==> src/rtl/fifo_serial_pkg.sv <==
// Shared types and constants for the FIFO serial transmitter.
// States, data width and bit-counter width used by fifo_serial_tx.
package fifo_serial_pkg;

  localparam int DATA_W    = 8;
  localparam int BIT_CNT_W = 3;

  typedef logic [2:0] state_t;

  localparam logic [2:0] ST_IDLE   = 3'd0;
  localparam logic [2:0] ST_START  = 3'd1;
  localparam logic [2:0] ST_DATA   = 3'd2;
  localparam logic [2:0] ST_PARITY = 3'd3;
  localparam logic [2:0] ST_STOP   = 3'd4;

endpackage

==> src/rtl/fifo_serial_tx_timer.sv <==
// Bit-period timer: counts 0..CLKS_PER_BIT-1, ticks on terminal count.
// Held at zero while clear is high so every bit starts a full period.
module serial_bit_timer #(
  parameter int CLKS_PER_BIT = 16
) (
  input  logic clk,
  input  logic rst,
  input  logic clear,
  output logic bit_tick
);

  localparam int CW = $clog2(CLKS_PER_BIT);
  localparam logic [CW-1:0] LAST = CW'(CLKS_PER_BIT - 1);

  logic [CW-1:0] cnt_q, cnt_d;

  assign bit_tick = ~clear & (cnt_q == LAST);

  always_comb begin
    cnt_d = cnt_q + 1'b1;
    if (clear || bit_tick)
      cnt_d = '0;
  end

  always_ff @(posedge clk) begin
    if (rst)
      cnt_q <= '0;
    else
      cnt_q <= cnt_d;
  end

endmodule

==> src/rtl/fifo_serial_tx.sv <==
// Drains the byte FIFO into async serial frames on tx.
// Even parity bit is built only when FIFO_SERIAL_TX_PARITY_EN is defined.
module fifo_serial_tx
  import fifo_serial_pkg::*;
#(
  parameter int CLKS_PER_BIT = 16,
  parameter int STOP_BITS    = 1
) (
  input  logic              clk,
  input  logic              rst,
  input  logic              enable,
  input  logic              fifo_empty,
  input  logic [DATA_W-1:0] fifo_data,
  output logic              fifo_get,
  output logic              tx,
  output logic              busy,
  output logic              done
);

  localparam logic [BIT_CNT_W-1:0] BIT_LAST =
    BIT_CNT_W'(DATA_W - 1);
  localparam logic STOP_LAST = 1'(STOP_BITS - 1);

  state_t                 state_q, state_d;
  logic [DATA_W-1:0]      shift_q, shift_d;
  logic [BIT_CNT_W-1:0]   bcnt_q, bcnt_d;
  logic                   scnt_q, scnt_d;
  logic                   tx_q, tx_d;
  logic                   bit_tick;
  logic                   idle;
`ifdef FIFO_SERIAL_TX_PARITY_EN
  logic                   par_q, par_d;
`endif

  assign idle     = (state_q == ST_IDLE);
  assign fifo_get = idle & enable & ~fifo_empty & ~rst;
  assign busy     = ~idle;
  assign tx       = tx_q;

  serial_bit_timer #(
    .CLKS_PER_BIT(CLKS_PER_BIT)
  ) u_timer (
    .clk     (clk),
    .rst     (rst),
    .clear   (idle),
    .bit_tick(bit_tick)
  );

  always_comb begin
    state_d = state_q;
    shift_d = shift_q;
    bcnt_d  = bcnt_q;
    scnt_d  = scnt_q;
    tx_d    = tx_q;
    done    = 1'b0;
`ifdef FIFO_SERIAL_TX_PARITY_EN
    par_d   = par_q;
`endif
    case (state_q)
      ST_IDLE: begin
        tx_d = 1'b1;
        if (fifo_get) begin
          shift_d = fifo_data;
          state_d = ST_START;
          tx_d    = 1'b0;
          bcnt_d  = '0;
          scnt_d  = 1'b0;
`ifdef FIFO_SERIAL_TX_PARITY_EN
          par_d   = ^fifo_data;
`endif
        end
      end
      ST_START: begin
        if (bit_tick) begin
          state_d = ST_DATA;
          tx_d    = shift_q[0];
        end
      end
      ST_DATA: begin
        if (bit_tick) begin
          shift_d = shift_q >> 1;
          bcnt_d  = bcnt_q + 1'b1;
          if (bcnt_q == BIT_LAST) begin
`ifdef FIFO_SERIAL_TX_PARITY_EN
            state_d = ST_PARITY;
            tx_d    = par_q;
`else
            state_d = ST_STOP;
            tx_d    = 1'b1;
`endif
          end else begin
            tx_d = shift_q[1];
          end
        end
      end
`ifdef FIFO_SERIAL_TX_PARITY_EN
      ST_PARITY: begin
        if (bit_tick) begin
          state_d = ST_STOP;
          tx_d    = 1'b1;
        end
      end
`endif
      ST_STOP: begin
        if (bit_tick) begin
          if (scnt_q == STOP_LAST) begin
            done    = 1'b1;
            state_d = ST_IDLE;
          end else begin
            scnt_d = scnt_q + 1'b1;
          end
        end
      end
      default: begin
        state_d = ST_IDLE;
        tx_d    = 1'b1;
      end
    endcase
  end

  always_ff @(posedge clk) begin
    if (rst) begin
      state_q <= ST_IDLE;
      shift_q <= '0;
      bcnt_q  <= '0;
      scnt_q  <= 1'b0;
      tx_q    <= 1'b1;
`ifdef FIFO_SERIAL_TX_PARITY_EN
      par_q   <= 1'b0;
`endif
    end else begin
      state_q <= state_d;
      shift_q <= shift_d;
      bcnt_q  <= bcnt_d;
      scnt_q  <= scnt_d;
      tx_q    <= tx_d;
`ifdef FIFO_SERIAL_TX_PARITY_EN
      par_q   <= par_d;
`endif
    end
  end

endmodule

==> config.mk <==
export PLATFORM = sky130hd
export DESIGN_NAME = fifo_serial_tx
export DESIGN_NICKNAME = d
export VERILOG_FILES = /design/src/rtl/fifo_serial_pkg.sv /design/src/rtl/fifo_serial_tx_timer.sv /design/src/rtl/fifo_serial_tx.sv
export SDC_FILE = /design/constraint.sdc
export NUM_CORES = 1
export LEC_CHECK = 0
export ABC_AREA = 1
export CAP_MARGIN = 20
export CORE_MARGIN = 4
export CORE_UTILIZATION = 40
export CTS_CLUSTER_SIZE = 30
export DETAILED_ROUTE_END_ITERATION = 12
export GPL_ROUTABILITY_DRIVEN = 0
export GPL_TIMING_DRIVEN = 0
export PLACE_DENSITY_LB_ADDON = 0.3
export RECOVER_POWER = 50
export SYNTH_ARGS = -nofsm -noshare
export SYNTH_HDL_FRONTEND = slang
export SYNTH_SLANG_ARGS = --single-unit
==> constraint.sdc <==
create_clock -name clk -period 1.81 [get_ports clk]
set_clock_uncertainty 0.05 [all_clocks]
set_input_delay 0.543 -clock clk [delete_from_list [all_inputs] [get_ports clk]]
set_output_delay 0.543 -clock clk [all_outputs]
set_load 0.02 [all_outputs]
==> results_dict.tcl <==
set metrics [dict create \
    cts_made_buffers 3 \
    slew_headroom_pct 74.7 \
    row_count 17 \
    coreArea_um2 2280 \
    reg2reg_from "u_timer.cnt_q[0]" \
    firstDrtPassIters 4 \
    clk_latency_ns 0.29 \
    synth_area_um2 985 \
    start_util_pct 43.3 \
    ys_async_sr_fraction_pct 0 \
    synth_nets 159 \
    netlist_instances 144 \
    cp-end-kind "output port" \
    dp_hpwl_mm 1.57 \
    synth.most_common_cell "nor2_1" \
    hold_buffers 0 \
    clockBufferDepth 2 \
    nNetsFinal 182 \
    period_minus_slack_ns 1.76 \
    antenna_left 0 \
    yosysTopAreaCell "dfxtp_1" \
    first_iter_violations 4 \
    dp_slack_ns -0.849 \
    nFillCells 224 \
    vdd_drop_max_uv 623 \
    period_share_pct 97.1 \
    drive_gt1_share_pct 22.3 \
    ys_seq_area_share_pct 38.6 \
    fmax_mhz 569 \
    synthFlopType "dfxtp_1" \
    drc 0 \
    grt_pass1_vias 933 \
    cp_data_required_time_ns 1.22 \
    setup_viol 0 \
    synth.ff_latch_count 19 \
    yosysTopAreaCellShare_pct 38.6 \
    finalMaxSlewViolations 0 \
    clkTransAtPathRegs_ns 0.11 \
    placedCellCount 187 \
    via_count 950 \
    holdWs_ns 0.402 \
    critPathKind "flop to output port" \
    hold_path.class "flop to flop" \
    antenna_found_initial 0 \
    grt_pass1_wl_mm 3.74 \
    ios 16 \
    numClockSinks 19 \
    syn_to_final_growth_pct 29.6 \
    status "complete, no violations" \
    worstHoldStart "u_timer.cnt_q[0]" \
    routedWlPerCell_um 10.9 \
    drv_cap 0 \
    synth_edf_count 0 \
    crit_arrival_ns 1.16 \
    p_leak_nw 0.592 \
    grt_max_degree 11 \
    via_per_inst 4.90 \
    syn_area_per_cell_um2 6.84 \
    cts_tree "built" \
    routed_wl_mm 2.12 \
    startpoint "state_q[1]" \
    cts-root-buf "clkbuf_4" \
    h-tree-depth 1 \
    grt-ovfl-total 0 \
    synth.area.top_cells "dfxtp_1, nor2_1, nand2_1, nand3_1, buf_6" \
    p_per_area_nw_per_um2 851 \
    critPathMaxFanout 5 \
    die_y_um 57.6 \
    fp.dieW_um 57.6 \
    dieArea_um2 3320 \
    track_usage_pct 14.1 \
    critPathLaunchType "flop" \
    ys_types 22 \
    hold_viol 0 \
    yosys-top-cells-count "nor2_1, nand2_1, dfxtp_1" \
    place.port_buffers 15 \
    diodes 0 \
    fin_ws_ns 0.0522 \
    yosys_warnings 0 \
    instances_no_fill 194 \
    tightest_slew_ns 0.379 \
]
-- report_power, final --
group          internal [mW]  total [mW]  switching, mW
logic                  0.154       0.377          0.223
registers              0.466       0.499         0.0331
clock network         0.0856       0.211          0.125
total                  0.705        1.09          0.381
-- logic make-up (layout without fill, tap and decap cells) --
kind of cell,after synthesis,count (layout),share of synthesized area [%]
AOI/OAI and AO/OA,18,18,9.66
and+or+nand+nor,86,86,36.6
adders and majority gates,3,3,3.81
DFF,19,19,38.6
xor gates and xnor gates,2,2,1.78
buffers and inverters,16,38,9.53
-- placed cells by master, fill, tap and decap left out, drive strengths merged --
master,netlist,routed
nor3,2,2
xnor2,1,1
a21oi,6,6
dlygate4sd2,0,2
nand2,36,36
dfxtp,19,19
nand3b,1,1
nand3,10,10
clkdlybuf4s50,0,8
o21bai,1,1
ha,3,3
clkbuf,1,7
xor2,1,1
nor2,37,37
o211ai,1,1
buf,5,11
inv,10,10
o21ai,10,10
-- sequential cells by signal (all words and copies together) (netlist names) --
name and count:
bcnt_q 3, tx 1, u_timer.cnt_q 4, state_q 3, shift_q 8
-- critical path, stage by stage (launching register included) --
cell	delay [ns]
dfxtp_4	0.38
nor2_4	0.16
nand2_4	0.09
nor2_4	0.11
buf_6	0.13
-- layer usage --
layer / track usage (%) / part of all wire (%) / vias up / routed length [µm]
li1: - / - / 497 / -
met1: 16.8 / 46 / 444 / 974
met2: 24.4 / 51 / 7 / 1070
met3: 3.12 / 2.6 / 2 / 56
met4: 5.63 / 0.66 / 0 / 14
met5: 0 / 0 / - / 0
-- area by class of cell --
type                       count  area (µm²)  area share, %
multi-input combinational    109         571           44.7
clock buffer                   4        26.3           2.06
sequential                    19         393           30.8
timing repair buffer          18         158           12.4
inverter                      10        37.5           2.94
tap                           28        35.0           2.75
buffer                         6        56.3           4.41
-- through the flow --
| stage | TNS [ns] | total power [mW] | cell area [µm²] | utilization, % |
|---|---|---|---|---|
| 2_1_floorplan | 0 | 0.749 | 985 | - |
| 3_3_place_gp | -2.62 | 0.851 | 1170 | 51.4 |
| 3_5_place_dp | -2.97 | 0.863 | 1170 | 51.4 |
| 4_1_cts | 0 | 1.08 | 1240 | 54.5 |
| 5_1_grt | -0.0221 | 1.17 | 1280 | 56.1 |
| 6_report | 0 | 1.09 | 1280 | 56.1 |
-- timing repair --
action / CTS / global route
resized for setup: 34 / 13
endpoints found under the setup margin: 4 / 2
pin swaps: 5 / 5
setup buffers: 2 / 1
-- worst paths after layout --
path,end,slack (ns),depth (start not counted)
setup / recovery,fifo_get,0.05,4
hold / removal,u_timer.cnt_q[0],0.40,1
hold reg to reg,u_timer.cnt_q[0],0.40,1
setup reg to reg,state_q[2],0.37,9
No activity file was read; power rests on OpenSTA's default activity.
